### config.mk
export PLATFORM = sky130hd
export DESIGN_NAME = mmu_skew_feeder
export DESIGN_NICKNAME = d
export VERILOG_FILES = /design/src/rtl/mmu_pkg.sv /design/src/rtl/mmu_feeder_buf.sv /design/src/rtl/mmu_skew_feeder.sv
export SDC_FILE = /design/constraint.sdc
export NUM_CORES = 1
export LEC_CHECK = 0
export ABC_AREA = 1
export CELL_PAD_IN_SITES_DETAIL_PLACEMENT = 1
export CELL_PAD_IN_SITES_GLOBAL_PLACEMENT = 2
export CORE_AREA = 2 2 109 132
export CTS_CLUSTER_DIAMETER = 50
export DETAILED_ROUTE_END_ITERATION = 10
export DIE_AREA = 0 0 111 134
export DONT_BUFFER_PORTS = 1
export GPL_TIMING_DRIVEN = 0
export PLACE_DENSITY = 0.79
export SYNTH_ARGS = -nofsm -noshare
export SYNTH_HDL_FRONTEND = slang
export SYNTH_HIERARCHICAL = 1
export SYNTH_SLANG_ARGS = --single-unit
export TNS_END_PERCENT = 1
### constraint.sdc
create_clock -name clk -period 2.8 [get_ports clk]
set_clock_uncertainty 0.05 [all_clocks]
set_input_delay 0.28 -clock clk [delete_from_list [all_inputs] [get_ports clk]]
set_output_delay 0.28 -clock clk [all_outputs]
set_load 0.01 [all_outputs]
### src/rtl/mmu_pkg.sv
// mmu_pkg: shared definitions for the systolic-array skew feeder.
//   - MMU_N_DEFAULT / MMU_DW_DEFAULT : default array dimension and element width
//   - mmu_state_e                    : feeder FSM state encoding (IDLE/STREAM/DONE)
package mmu_pkg;

    localparam int MMU_N_DEFAULT  = 2;
    localparam int MMU_DW_DEFAULT = 8;

    typedef enum logic [1:0] {
        ST_IDLE   = 2'd0,
        ST_STREAM = 2'd1,
        ST_DONE   = 2'd2
    } mmu_state_e;

endpackage

### src/rtl/mmu_feeder_buf.sv
// mmu_feeder_buf: one N x N operand buffer with a skewed read port.
//   Elements are written in row-major order; after N*N writes the buffer
//   reports full and the write index wraps to 0.
//   The read port returns, for stream step rd_t, one element per lane k:
//     TRANSPOSE=0 (activations): lane k = M[k][rd_t-k]
//     TRANSPOSE=1 (weights)    : lane k = M[rd_t-k][k]
//   and 0 when rd_t-k falls outside 0..N-1.
// Ports:
//   clk, rst_n      clock, asynchronous active-low reset
//   wr_en, wr_data  accepted write (caller guarantees !full)
//   clr             clear full flag and write index
//   rd_t            stream step to read
//   full            buffer holds N*N elements
//   rd_lanes        N lanes of DW bits, lane k at bits k*DW +: DW
module mmu_feeder_buf
    import mmu_pkg::*;
#(
    parameter int N         = MMU_N_DEFAULT,
    parameter int DW        = MMU_DW_DEFAULT,
    parameter bit TRANSPOSE = 1'b0,
    parameter int TW        = $clog2(2 * N)
) (
    input  logic            clk,
    input  logic            rst_n,
    input  logic            wr_en,
    input  logic [DW-1:0]   wr_data,
    input  logic            clr,
    input  logic [TW-1:0]   rd_t,
    output logic            full,
    output logic [N*DW-1:0] rd_lanes
);

    localparam int AW = $clog2(N * N);

    logic [DW-1:0] mem [N*N];
    logic [AW-1:0] wr_idx;

    // Store contents are deliberately not reset; only index/full are.
    always_ff @(posedge clk) begin
        if (wr_en) begin
            mem[wr_idx] <= wr_data;
        end
    end

    always_ff @(posedge clk or negedge rst_n) begin
        if (!rst_n) begin
            wr_idx <= '0;
            full   <= 1'b0;
        end else if (clr) begin
            wr_idx <= '0;
            full   <= 1'b0;
        end else if (wr_en) begin
            if (wr_idx == AW'(N * N - 1)) begin
                wr_idx <= '0;
                full   <= 1'b1;
            end else begin
                wr_idx <= wr_idx + 1'b1;
            end
        end
    end

    for (genvar k = 0; k < N; k++) begin : g_lane
        int            d;
        logic [AW-1:0] idx;
        logic [DW-1:0] lane;

        // d is the position along the lane's row (A) or column (B).
        always_comb begin
            d    = int'(rd_t) - k;
            idx  = '0;
            lane = '0;
            if (d >= 0 && d < N) begin
                idx  = TRANSPOSE ? AW'(d * N + k) : AW'(k * N + d);
                lane = mem[idx];
            end
        end

        assign rd_lanes[k*DW +: DW] = lane;
    end

endmodule

### src/rtl/mmu_skew_feeder.sv
// mmu_skew_feeder: loads A (activations) and B (weights) N x N matrices and
// streams them into a systolic array with the diagonal skew the array needs.
//
// Handshake: an element is accepted on a rising edge where in_valid & in_ready;
// in_ready is combinational (IDLE and target buffer not full) and does not
// depend on in_valid. start is a single-cycle request, honoured only in IDLE
// with both buffers full, otherwise silently dropped.
//
// Ports:
//   clk, rst_n                  clock, asynchronous active-low reset
//   in_valid, in_sel, in_data   load element (in_sel 0=A, 1=B), row-major
//   in_ready                    load element accepted this cycle if in_valid
//   start                       request to stream
//   busy, out_valid             high on each of the 2N-1 stream cycles
//   done                        one-cycle pulse after the last stream cycle
//   a_out, b_out                skewed lanes for array rows / columns
//   dbg_state                   current FSM state
//
// Build option: define MMU_FEEDER_WEIGHT_REUSE_EN to keep B loaded across
// passes so only A must be reloaded before the next start.
module mmu_skew_feeder
    import mmu_pkg::*;
#(
    parameter int N  = MMU_N_DEFAULT,
    parameter int DW = MMU_DW_DEFAULT
) (
    input  logic            clk,
    input  logic            rst_n,
    input  logic            in_valid,
    input  logic            in_sel,
    input  logic [DW-1:0]   in_data,
    output logic            in_ready,
    input  logic            start,
    output logic            busy,
    output logic            done,
    output logic            out_valid,
    output logic [N*DW-1:0] a_out,
    output logic [N*DW-1:0] b_out,
    output mmu_state_e      dbg_state
);

    localparam int          TW     = $clog2(2 * N);
    localparam logic [TW-1:0] T_LAST = TW'(2 * N - 2);

    mmu_state_e      state;
    logic [TW-1:0]   t;
    logic [TW-1:0]   rd_t;
    logic            a_full, b_full;
    logic            wr_a, wr_b;
    logic            clr_a, clr_b;
    logic [N*DW-1:0] a_rd, b_rd;

    assign dbg_state = state;

    assign in_ready = (state == ST_IDLE) && !(in_sel ? b_full : a_full);
    assign wr_a     = in_valid && in_ready && !in_sel;
    assign wr_b     = in_valid && in_ready &&  in_sel;

    // Outputs are registered, so the read port looks one step ahead of t.
    assign rd_t = (state == ST_STREAM) ? t + 1'b1 : '0;

    assign clr_a = (state == ST_DONE);
`ifdef MMU_FEEDER_WEIGHT_REUSE_EN
    assign clr_b = 1'b0;
`else
    assign clr_b = (state == ST_DONE);
`endif

    mmu_feeder_buf #(.N(N), .DW(DW), .TRANSPOSE(1'b0), .TW(TW)) u_buf_a (
        .clk      (clk),
        .rst_n    (rst_n),
        .wr_en    (wr_a),
        .wr_data  (in_data),
        .clr      (clr_a),
        .rd_t     (rd_t),
        .full     (a_full),
        .rd_lanes (a_rd)
    );

    mmu_feeder_buf #(.N(N), .DW(DW), .TRANSPOSE(1'b1), .TW(TW)) u_buf_b (
        .clk      (clk),
        .rst_n    (rst_n),
        .wr_en    (wr_b),
        .wr_data  (in_data),
        .clr      (clr_b),
        .rd_t     (rd_t),
        .full     (b_full),
        .rd_lanes (b_rd)
    );

    always_ff @(posedge clk or negedge rst_n) begin
        if (!rst_n) begin
            state     <= ST_IDLE;
            t         <= '0;
            busy      <= 1'b0;
            done      <= 1'b0;
            out_valid <= 1'b0;
            a_out     <= '0;
            b_out     <= '0;
        end else begin
            case (state)
                ST_IDLE: begin
                    done <= 1'b0;
                    if (start && a_full && b_full) begin
                        state     <= ST_STREAM;
                        t         <= '0;
                        busy      <= 1'b1;
                        out_valid <= 1'b1;
                        a_out     <= a_rd;
                        b_out     <= b_rd;
                    end
                end
                ST_STREAM: begin
                    if (t == T_LAST) begin
                        state     <= ST_DONE;
                        busy      <= 1'b0;
                        out_valid <= 1'b0;
                        a_out     <= '0;
                        b_out     <= '0;
                        done      <= 1'b1;
                    end else begin
                        t     <= t + 1'b1;
                        a_out <= a_rd;
                        b_out <= b_rd;
                    end
                end
                ST_DONE: begin
                    state <= ST_IDLE;
                    done  <= 1'b0;
                end
                default: begin
                    state <= ST_IDLE;
                end
            endcase
        end
    end

endmodule

==> results of run 1 <==
cells in the final DEF (no fill, tap or decap), drive strengths merged:
| cell type | count |
|---|---|
| dlygate4sd3 | 9 |
| nor2 | 70 |
| nand3 | 39 |
| o21ai | 8 |
| inv | 78 |
| ha | 9 |
| nand4 | 2 |
| dfrtp | 44 |
| clkbuf | 11 |
| and3 | 1 |
| nand3b | 1 |
| buf | 26 |
| nand2 | 264 |
| a21oi | 4 |
| bufinv | 1 |
| clkinv | 1 |
| edfxtp | 64 |
sequential cells by signal (all words and copies together) (netlist names):
register        cells
dbg_state           2
b_out              16
out_valid           1
u_buf_b/full        1
u_buf_a/wr_idx      2
done                1
u_buf_a/full        1
u_buf_b/mem        32
t                   2
u_buf_b/wr_idx      2
u_buf_a/mem        32
a_out              16
worst max-delay path: cells and delay by family (launching register included):
kind | cells | cell delay, ns
flops | 1 | 0.53
buf+inv | 6 | 0.89
simple gates | 10 | 0.99
routing by layer:
metal / routed length [µm] / vias up / GRT usage
li1: - / 1903 / -
met1: 5850 / 1733 / 0.235
met2: 6150 / 55 / 0.306
met3: 456 / 10 / 0.0325
met4: 170 / 0 / 0.0563
met5: 0 / - / 0
Yosys cell counts (4+ instances only):
master                     count  area share
sky130_fd_sc_hd__dfrtp_1      44        0.21
sky130_fd_sc_hd__inv_1        70       0.050
sky130_fd_sc_hd__nand2_2       4      0.0048
sky130_fd_sc_hd__buf_4         7       0.010
sky130_fd_sc_hd__inv_2         4      0.0029
sky130_fd_sc_hd__edfxtp_1     64        0.37
sky130_fd_sc_hd__o21ai_0       6      0.0058
sky130_fd_sc_hd__nor2_1       65       0.047
sky130_fd_sc_hd__nand3_1      39       0.037
sky130_fd_sc_hd__ha_1          9       0.022
sky130_fd_sc_hd__buf_2        14       0.013
sky130_fd_sc_hd__nand2_1     257        0.19
repair_timing:
action,CTS,global route
endpoints found under the setup margin,27,32
endpoints found under the hold margin,108,0
hold buffers,10,0
resized for setup,1,4
layout make-up:
type                    instances  area share
clock buffers                  11      0.0397
well taps                     171      0.0365
inverters                      75      0.0494
multi-input cells             398       0.296
plain buffers                  25      0.0301
repair buffers                 10      0.0201
flip-flops and latches        108       0.516
clock inverters                 5      0.0115
report_power, final:
part	total, mW	internal (mW)	switching [mW]	leakage [nW]
clock	1.32	0.710	0.606	0.147
combinational	1.80	0.604	1.20	1.59
sequential	2.32	2.01	0.311	1.15
kinds of logic (layout without fill, tap and decap cells):
| kind of cell | count (synthesis) | count (layout) | share of synthesized area |
|---|---|---|---|
| adders and majority gates | 9 | 9 | 0.0216 |
| buffers and inverters | 100 | 126 | 0.0894 |
| and+or+nand+nor | 377 | 377 | 0.296 |
| DFF | 108 | 108 | 0.581 |
| AOI/OAI and AO/OA | 12 | 12 | 0.0123 |
worst max-delay path by stage:
stage,start,end
floorplan,dbg_state[1]$_DFFE_PN0P_,b_out[15]$_DFFE_PN0P_
finish,dbg_state[1]$_DFFE_PN0P_,b_out[10]$_DFFE_PN0P_
CTS,dbg_state[1]$_DFFE_PN0P_,b_out[10]$_DFFE_PN0P_
global route,dbg_state[1]$_DFFE_PN0P_,b_out[10]$_DFFE_PN0P_
detailed placement,dbg_state[1]$_DFFE_PN0P_,b_out[12]$_DFFE_PN0P_
global placement,dbg_state[1]$_DFFE_PN0P_,b_out[12]$_DFFE_PN0P_
==> impl_results.md, run 1 <==
- Minimum clock period after layout: 2.52 ns
- Total Routed Length: 12600 µm
- Crit path DAT: 2.76 ns
- Warnings from Yosys: 6
- Sum of negative setup slack: 0 ns
- Worst hold path class: primary input to flip-flop
- Post-Syn Area: 5210 µm²
- Final hold violation count: 0
- Nets in the synthesized netlist: 628
- Share of layout cells above drive strength 1: 0.0981
- Drt first-iter violations: 138
- Overall fraction of global-route tracks in use: 0.180
- Worst setup slack before clock tree synthesis: -0.0942 ns
- Average instance area after synthesis: 8.59 µm²
- Critical R2R Capture: b_out[10]$_DFFE_PN0P_
- CP endpoint kind: flip-flop
- Number of cells in the design after placement: 777
- First-pass detailed-route iteration total: 4
- Ys flop type: sky130_fd_sc_hd__edfxtp_1
- Full die area: 14900 µm²
- Remaining antenna violation count after routing: 0
- Hold endpoint: u_buf_a/wr_idx[0]$_DFFE_PN0P_
- Setup Viol. Count Final: 0
- Count of pins on the block boundary: 51
- Max Cap Viol: 0
- Share of synthesized registers carrying an async set or reset: 0.407
- Result of the run: finished, final reports clean
- Routability cong.: 0.756
- Final non-filler cell total: 803
- I/O Buffers: 0
- First-pass GRT wire length: 20700 µm
- Total power divided by cell area: 929 nW/µm²
- Transition time of the tightest slew-check pin: 0.450 ns
- Width of the chip: 111 µm
- Design area: 5860 µm²
- Seq. cell area: 3020 µm²
- Synth Instances: 606
- # rows: 47
- Worst reg2reg path depth: 16
- Number of buffers inserted by post-CTS setup repair: 0
- Reported leakage power: 2.89 nW
- Setup WS post-layout: 0.278 ns
- Highest-delay cell along the critical path: sky130_fd_sc_hd__dfrtp_1
- Number of nets in the finished design: 649
- Pin count of the biggest net entering global routing: 45
- Fill cell total of the finished layout: 1606
- Antenna fix cells: 0
- Via-to-Cell Ratio: 4.61
- Headroom to the max-slew limit: 0.699
- Number of pins exceeding their max-slew limit in the final report: 0
- Final standard cell utilization of the core: 0.431
- Initial Utilization: 0.383
- Setup crit start kind: flip-flop
- Post-CTS clock slew at the launch and capture registers of the worst setup and hold paths: 0.07 ns
- Unrepaired setup endpoints after global routing: no
- Setup slack, reg-to-reg: 0.28 ns
- Worst EP required: 3.04 ns
- CTS sink count: 108
- Clock latency on the worst-skew pair: 0.35 ns
- Core region area: 13600 µm²
- CTS max path bufs: 2
- WL per Instance: 15.7 µm
- Crit Reg-Reg Startpoint: dbg_state[1]$_DFFE_PN0P_
- Dpl hpwl: 9560 µm
- Worst-case vdd ir drop: 0.000342 V
- H-Tree Depth: 3
- Highest cell delay on the worst timing path: 0.53 ns
- CP Max Fanout: 10
- Critical path's most frequent cell: sky130_fd_sc_hd__nand2_1
- Number of design rule violations left after detail routing: 0
- Overall die height: 134 µm
- Post-place instance area: 5420 µm²
- Growth of design area from synthesis to finish: 12.5%
- CTS tree: done
- Vias after detailed routing: 3701
- Root Buffer: sky130_fd_sc_hd__clkbuf_16
- Fmax: 397 MHz
- Combined area of the multi-input logic cells: 1740 µm²
- Total power consumption of the routed design: 5.44 mW
- Cells traversed along the worst timing path: inv_2 -> nand2_2 -> buf_4 -> buf_4 -> nor2_4 -> buf_6 -> inv_8 -> nand2_1 -> nand2_4 -> nor2_1 -> inv_1 -> nor2_1 -> nand2_1 -> nand2_1 -> nand2_1 -> nand2_1
- Cell count of the worst hold path: 3
- Overall overflow remaining after global route: 0
- Number of synthesized flops with an enable pin: 64
- Part of the Yosys area used for sequential elements: 0.581
- Critical path type: flip-flop to flip-flop
- Via count of the first global-routing pass: 3925
- Unique masters post-synth: 25
- Post-route clock period utilization: 0.901
- Synthesized flop and latch total: 108
- Worst Hold Margin: 0.159 ns
- Number of buffers inserted during clock tree synthesis: 9
- Number of antenna violations at the first check in global routing: 0
- Worst Min Path Start: in_sel
(Power assumes the default switching activity.)
==> inputs of run 2 (changes only) <==
--- a/config.mk
+++ b/config.mk
@@ -14,7 +14,8 @@
 export DIE_AREA = 0 0 111 134
 export DONT_BUFFER_PORTS = 1
 export GPL_TIMING_DRIVEN = 0
-export PLACE_DENSITY = 0.79
+export HOLD_SLACK_MARGIN = 0.12
+export PLACE_DENSITY_LB_ADDON = 0.1
 export SYNTH_ARGS = -nofsm -noshare
 export SYNTH_HDL_FRONTEND = slang
 export SYNTH_HIERARCHICAL = 1
==> impl_results.md, run 2 (synthesized netlist as in run 1, its figures left out) <==
- Highest routed metal layer: met4
- Overall overflow remaining after global route: 0 (unchanged)
- Final non-filler cell total: 803 (unchanged)
- CTS sink count: 108 (unchanged)
- Proportion of power drawn by combinational gates: 0.338 (+0.006)
- Internal power of the cells: 3.25 mW (-2.1%)
- Routability cong.: 0.728 (-3.7%)
- # rows: 47 (unchanged)
- Unrepaired setup endpoints after global routing: no
- Number of nets in the finished design: 649 (unchanged)
- Fmax: 404 MHz (+1.9%)
- Growth of design area from synthesis to finish: 12.2%
- Overall die height: 134 µm (unchanged)
- Total power consumption of the routed design: 5.36 mW (-1.6%)
- Vias after detailed routing: 3693 (-0.22%)
- Pin count of the biggest net entering global routing: 45 (unchanged)
- Design area: 5840 µm² (-0.26%)
- Cells traversed along the worst timing path: nand2_2 -> buf_4 -> buf_4 -> nor2_4 -> buf_6 -> inv_8 -> nand2_1 -> nand2_4 -> nor2_1 -> inv_1 -> nor2_1 -> nand2_1 -> nand2_1 -> nand2_1 -> nand2_1
- First-pass detailed-route iteration total: 4 (unchanged)
- Commonest non-fill, non-tap cell in the layout: sky130_fd_sc_hd__nand2_1
- CP endpoint kind: flip-flop
- Result of the run: finished, final reports clean
- Number of buffers inserted by post-CTS setup repair: 0 (unchanged)
- Total routed wire length on the met1 layer: 5920 µm (+1.3%)
- Critical path type: flip-flop to flip-flop
- I/O Buffers: 0 (unchanged)
- Setup Viol. Count Final: 0 (unchanged)
- Total Routed Length: 12700 µm (+0.67%)
- Initial Utilization: 0.383 (unchanged)
- Minimum clock period after layout: 2.47 ns (-0.0476 ns)
- Share of layout cells above drive strength 1: 0.101 (+0.00316)
- Reported net switching power: 2.10 mW (-0.76%)
- WL per Instance: 15.8 µm (+0.67%)
- Post-place instance area: 5420 µm² (unchanged)
- Crit path DAT: 2.72 ns (-0.04 ns)
- Cell family with the largest share of critical-path delay: simple AND/OR/NAND/NOR gates
- Worst Hold Margin: 0.142 ns (-0.0168 ns)
- Post-CTS clock slew at the launch and capture registers of the worst setup and hold paths: 0.07 ns (about the same)
- Sequential fraction of design power: 0.433 (+0.006)
- Number of design rule violations left after detail routing: 0 (unchanged)
- Via-to-Cell Ratio: 4.60 (-0.22%)
- CTS tree: done
- Most frequent cells in the layout: sky130_fd_sc_hd__nand2_1, sky130_fd_sc_hd__inv_1, sky130_fd_sc_hd__edfxtp_1, sky130_fd_sc_hd__nor2_1, sky130_fd_sc_hd__dfrtp_1
- Setup crit start kind: flip-flop
- Core region area: 13600 µm² (unchanged)
- Transition time of the tightest slew-check pin: 0.429 ns (-0.0213 ns)
- Headroom to the max-slew limit: 0.713 (+0.0143)
- Full die area: 14900 µm² (unchanged)
- Number of cells in the design after placement: 777 (unchanged)
- Reported leakage power: 2.88 nW (-0.34%)
- Number of pins exceeding their max-slew limit in the final report: 0 (unchanged)
- Post-route clock period utilization: 0.884 (-0.0170)
- Number of buffers inserted during clock tree synthesis: 9 (unchanged)
- Met2 routed WL: 6190 µm (+0.62%)
- Detailed-routed wire length on met3: 401 µm (-12%)
- Final hold violation count: 0 (unchanged)
- Highest cell delay on the worst timing path: 0.57 ns (+0.04 ns)
- Final standard cell utilization of the core: 0.430 (-0.00111)
- Largest regs: u_buf_a/mem (32), u_buf_b/mem (32)
- Worst hold path class: primary input to flip-flop
- Root Buffer: sky130_fd_sc_hd__clkbuf_16
- Number of buffers and inverters on the critical path: 5 (-1)
- CP Max Fanout: 10 (unchanged)
- Clock group share of total power: 0.229 (-0.013)
- Dpl hpwl: 9630 µm (+0.69%)
- Via count of the first global-routing pass: 3907 (-0.46%)
- Worst-case vdd ir drop: 0.000411 V (+20%)
- Number of antenna violations at the first check in global routing: 0 (unchanged)
- First-pass GRT wire length: 20700 µm (about the same)
- Clock latency on the worst-skew pair: 0.35 ns (about the same)
- H-Tree Depth: 3 (unchanged)
- Antenna fix cells: 0 (unchanged)
- Width of the chip: 111 µm (unchanged)
- Switching part of the total: 0.392 (+0.00322)
- Count of pins on the block boundary: 51 (unchanged)
- Total power divided by cell area: 917 nW/µm² (-1.3%)
- Overall fraction of global-route tracks in use: 0.181 (+0.00107)
- CTS max path bufs: 2 (unchanged)
- Highest-delay cell along the critical path: sky130_fd_sc_hd__dfrtp_1
- Max Cap Viol: 0 (unchanged)
- Remaining antenna violation count after routing: 0 (unchanged)
- Drt first-iter violations: 133 (-3.6%)
- Critical path's most frequent cell: sky130_fd_sc_hd__nand2_1
- Worst EP required: 3.04 ns (about the same)
==> run 2: cell types whose count changed in the layout (fill, tap and decap cells not counted), sizes merged <==
| cell | previous run | this run |
|---|---|---|
| clkinvlp | 0 | 1 |
| bufinv | 1 | 0 |
==> run 2: area by class of cell <==
cell class,count,area (µm²)
Multi-Input combinational cell,398,1740
Clock buffer,11,243
Tap cell,171,214
Timing Repair Buffer,10,118
Clock inverter,5,41.3
Inverter,75,289
Buffer,25,176
Fill cell,1594,7740
Sequential cell,108,3020
==> run 2: metrics by stage <==
stage               setup TNS (ns)  worst slack [ns]
floorplan                        0             0.592
global placement            -0.315           -0.0710
detailed placement           -1.84            -0.152
CTS                        -0.0126           -0.0126
global route                     0            0.0255
finish                           0             0.326
==> run 2: power by group through the flow <==
| stage | Clock (mW) | Combinational (mW) | Sequential [mW] |
|---|---|---|---|
| finish | 1.23 | 1.81 | 2.32 |
| global route | 1.33 | 2.11 | 2.36 |
| CTS | 1.27 | 1.83 | 2.33 |
| detailed placement | 0 | 1.78 | 2.36 |
| global placement | 0 | 1.70 | 2.34 |
| floorplan | 0 | 1.34 | 2.28 |
==> run 2: per-layer routing <==
layer,vias to the layer above,track usage
met5,-,0
met4,0,0.0667
li1,1901,-
met1,1725,0.230
met2,56,0.311
met3,11,0.0312
==> run 2: worst paths after layout <==
kind,end,cells past startpoint,from,slack (ns)
max,b_out[8]$_DFFE_PN0P_,15,dbg_state[0]$_DFFE_PN0P_,0.33
min,u_buf_a/wr_idx[0]$_DFFE_PN0P_,3,in_sel,0.14
max reg2reg,b_out[8]$_DFFE_PN0P_,15,dbg_state[0]$_DFFE_PN0P_,0.33
min reg2reg,t[1]$_DFFE_PN0P_,2,t[1]$_DFFE_PN0P_,0.49
max in group asynchronous,dbg_state[1]$_DFFE_PN0P_,2,rst_n,2.07
min in group asynchronous,a_out[11]$_DFFE_PN0P_,2,rst_n,0.37
==> run 2: worst reg2reg max path, cell delays in order (launching register included) <==
cell	delay [ns]
sky130_fd_sc_hd__dfrtp_1	0.57
sky130_fd_sc_hd__nand2_2	0.17
sky130_fd_sc_hd__buf_4	0.21
sky130_fd_sc_hd__buf_4	0.20
sky130_fd_sc_hd__nor2_4	0.19
sky130_fd_sc_hd__buf_6	0.19
sky130_fd_sc_hd__inv_8	0.06
sky130_fd_sc_hd__nand2_1	0.09
sky130_fd_sc_hd__nand2_4	0.09
sky130_fd_sc_hd__nor2_1	0.17
sky130_fd_sc_hd__inv_1	0.06
sky130_fd_sc_hd__nor2_1	0.10
sky130_fd_sc_hd__nand2_1	0.07
sky130_fd_sc_hd__nand2_1	0.07
sky130_fd_sc_hd__nand2_1	0.06
sky130_fd_sc_hd__nand2_1	0.06
==> run 2: repair_timing <==
item | 4_1_cts | 5_1_grt
resized for setup | 1 | 5
hold endpoints to repair | 108 | 0
hold buffers | 10 | 0
endpoints found under the setup margin | 30 | 32
==> inputs of run 3 (changes only) <==
--- a/config.mk
+++ b/config.mk
@@ -8,10 +8,10 @@
 export ABC_AREA = 1
 export CELL_PAD_IN_SITES_DETAIL_PLACEMENT = 1
 export CELL_PAD_IN_SITES_GLOBAL_PLACEMENT = 2
-export CORE_AREA = 2 2 109 132
+export CORE_AREA = 2 2 108 130
 export CTS_CLUSTER_DIAMETER = 50
 export DETAILED_ROUTE_END_ITERATION = 10
-export DIE_AREA = 0 0 111 134
+export DIE_AREA = 0 0 110 132
 export DONT_BUFFER_PORTS = 1
 export GPL_TIMING_DRIVEN = 0
 export HOLD_SLACK_MARGIN = 0.12
==> constraint.sdc (replaced) <==
create_clock -name clk -period 3.1 [get_ports clk]
set_clock_uncertainty 0.05 [all_clocks]
set_input_delay 0.31 -clock clk [delete_from_list [all_inputs] [get_ports clk]]
set_output_delay 0.31 -clock clk [all_outputs]
set_load 0.01 [all_outputs]
==> impl_results.md, run 3 (synthesized netlist as in run 1, its figures left out) <==
- I/O Buffers: 0 (unchanged)
- Antenna fix cells: 0 (unchanged)
- Worst hold path class: primary input to flip-flop
- Setup crit start kind: flip-flop
- Full die area: 14500 µm² (-2.4%)
- First-pass detailed-route iteration total: 4 (unchanged)
- Share of layout cells above drive strength 1: 0.0965 (-0.00475)
- CTS sink count: 108 (unchanged)
- Result of the run: finished, final reports clean
- Remaining antenna violation count after routing: 0 (unchanged)
- Growth of design area from synthesis to finish: 12.2% (about the same)
- Post-route clock period utilization: 0.916 (+0.0318)
- Overall overflow remaining after global route: 0 (unchanged)
- Pin count of the biggest net entering global routing: 45 (unchanged)
- Core region area: 13200 µm² (-3.0%)
- Largest regs: u_buf_a/mem (32), u_buf_b/mem (32)
- Unrepaired setup endpoints after global routing: no
- Transition time of the tightest slew-check pin: 0.532 ns (+0.103 ns)
- Drt first-iter violations: 208 (+56%)
- Via count of the first global-routing pass: 3815 (-2.4%)
- Headroom to the max-slew limit: 0.644 (-0.0691)
- Vias after detailed routing: 3714 (+0.57%)
- Number of nets in the finished design: 649 (unchanged)
- Worst EP required: 3.34 ns (+0.30 ns)
- Final hold violation count: 0 (unchanged)
- First-pass GRT wire length: 19900 µm (-4.0%)
- Reported leakage power: 2.89 nW (+0.32%)
- H-Tree Depth: 3 (unchanged)
- CTS max path bufs: 2 (unchanged)
- Combined area of the multi-input logic cells: 1720 µm² (-0.86%)
- Width of the chip: 110 µm (-0.90%)
- Number of pins exceeding their max-slew limit in the final report: 0 (unchanged)
- Root Buffer: sky130_fd_sc_hd__clkbuf_16
- Clock latency on the worst-skew pair: 0.35 ns (about the same)
- CP endpoint kind: flip-flop
- CTS tree: done
- Initial Utilization: 0.395 (+0.0118)
- Crit path DAT: 3.08 ns (+0.36 ns)
- Post-CTS clock slew at the launch and capture registers of the worst setup and hold paths: 0.07 ns (about the same)
- Cells traversed along the worst timing path: inv_2 -> nand2_2 -> buf_4 -> buf_4 -> nor2_1 -> buf_6 -> inv_8 -> nand2_1 -> nand2_4 -> nor2_1 -> inv_1 -> nor2_1 -> nand2_1 -> nand2_1 -> nand2_1 -> nand2_1
- Sum of negative setup slack: 0 ns (unchanged)
- Dpl hpwl: 9490 µm (-1.4%)
- Count of pins on the block boundary: 51 (unchanged)
- Startpoint of the most critical setup path: dbg_state[1]$_DFFE_PN0P_
- CP Max Fanout: 10 (unchanged)
- Number of antenna violations at the first check in global routing: 0 (unchanged)
- Number of design rule violations left after detail routing: 0 (unchanged)
- Total Routed Length: 12500 µm (-1.9%)
- Via-to-Cell Ratio: 4.64 (+0.95%)
- Worst-case vdd ir drop: 0.000295 V (-28%)
- Highest-delay cell along the critical path: sky130_fd_sc_hd__dfrtp_1
- Fmax: 352 MHz (-13%)
- Commonest non-fill, non-tap cell in the layout: sky130_fd_sc_hd__nand2_1
- Worst Hold Margin: 0.199 ns (+0.0565 ns)
- Seq. cell area: 3020 µm² (about the same)
- Critical path's most frequent cell: sky130_fd_sc_hd__nand2_1
- Setup Viol. Count Final: 0 (unchanged)
- Worst Min Path Start: in_sel
- Number of buffers inserted during clock tree synthesis: 9 (unchanged)
- Crit Reg-Reg Startpoint: dbg_state[1]$_DFFE_PN0P_
- Highest cell delay on the worst timing path: 0.53 ns (-0.04 ns)
- Fill cell total of the finished layout: 1546 (-3.0%)
- # rows: 46 (-2.1%)
- Routability cong.: 0.774 (+6.2%)
- Minimum clock period after layout: 2.84 ns (+0.364 ns)
- Most frequent cells in the layout: sky130_fd_sc_hd__nand2_1, sky130_fd_sc_hd__inv_1, sky130_fd_sc_hd__nor2_1, sky130_fd_sc_hd__edfxtp_1, sky130_fd_sc_hd__dfrtp_1
- Overall fraction of global-route tracks in use: 0.182 (+0.00112)
- Overall die height: 132 µm (-1.5%)
- Critical path type: flip-flop to flip-flop
- WL per Instance: 15.6 µm (-1.6%)
- Total power divided by cell area: 836 nW/µm² (-8.9%)
- Max Cap Viol: 0 (unchanged)
==> run 3: report_power, final <==
| group | switching, mW | internal (mW) | leakage [nW] |
|---|---|---|---|
| sequential | 0.273 | 1.82 | 1.15 |
| combinational | 1.07 | 0.536 | 1.59 |
| clock | 0.542 | 0.645 | 0.148 |
| total | 1.89 | 3.00 | 2.89 |
==> run 3: worst paths after layout <==
path / cells past startpoint / slack (ns) / end
worst max-delay path: 16 / 0.26 / b_out[8]$_DFFE_PN0P_
max in group asynchronous: 2 / 2.35 / u_buf_a/wr_idx[0]$_DFFE_PN0P_
worst min-delay path: 3 / 0.20 / u_buf_a/wr_idx[0]$_DFFE_PN0P_
worst max register to register: 16 / 0.26 / b_out[8]$_DFFE_PN0P_
worst min register to register: 2 / 0.49 / t[1]$_DFFE_PN0P_
min in group asynchronous: 2 / 0.42 / a_out[12]$_DFFE_PN0P_
==> run 3: critical path: cells and delay by family (launching register included) <==
kind | cells | cell delay [ns]
flip-flops | 1 | 0.53
AND/OR/NAND/NOR | 10 | 1.25
buffers and inverters | 6 | 0.93
==> run 3: through the flow <==
| step | worst slack, ns | std cells | power (mW) | util | instance area [µm²] |
|---|---|---|---|---|---|
| CTS | 0.120 | 800 | 4.96 | 0.443 | 5840 |
| detailed placement | 0.135 | 774 | 3.72 | 0.411 | 5420 |
| global route | 0.0133 | 800 | 5.29 | 0.443 | 5840 |
| finish | 0.262 | 800 | 4.88 | 0.443 | 5840 |
| floorplan | 0.892 | 606 | 3.28 | - | 5210 |
| global placement | 0.185 | 774 | 3.64 | 0.411 | 5420 |
==> run 3: layout make-up <==
class                   count  share of cell area
clock inverters             6              0.0133
multi-input cells         398               0.294
well taps                 168              0.0360
plain buffers              25              0.0302
repair buffers             10              0.0201
flip-flops and latches    108               0.517
inverters                  75              0.0495
clock buffers              10              0.0392
==> run 3: per-layer routing <==
layer,part of all wire,global-route usage
met2,0.47,0.292
met5,0,0
met4,0.022,0.0724
met1,0.47,0.246
met3,0.038,0.0257
==> run 3: what timing repair did <==
item / 4_1_cts / 5_1_grt
endpoints found under the setup margin: 0 / 14
hold endpoints to repair: 108 / 0
buffers inserted: 0 / 0
hold buffers: 10 / 0
resized for setup: 0 / 1
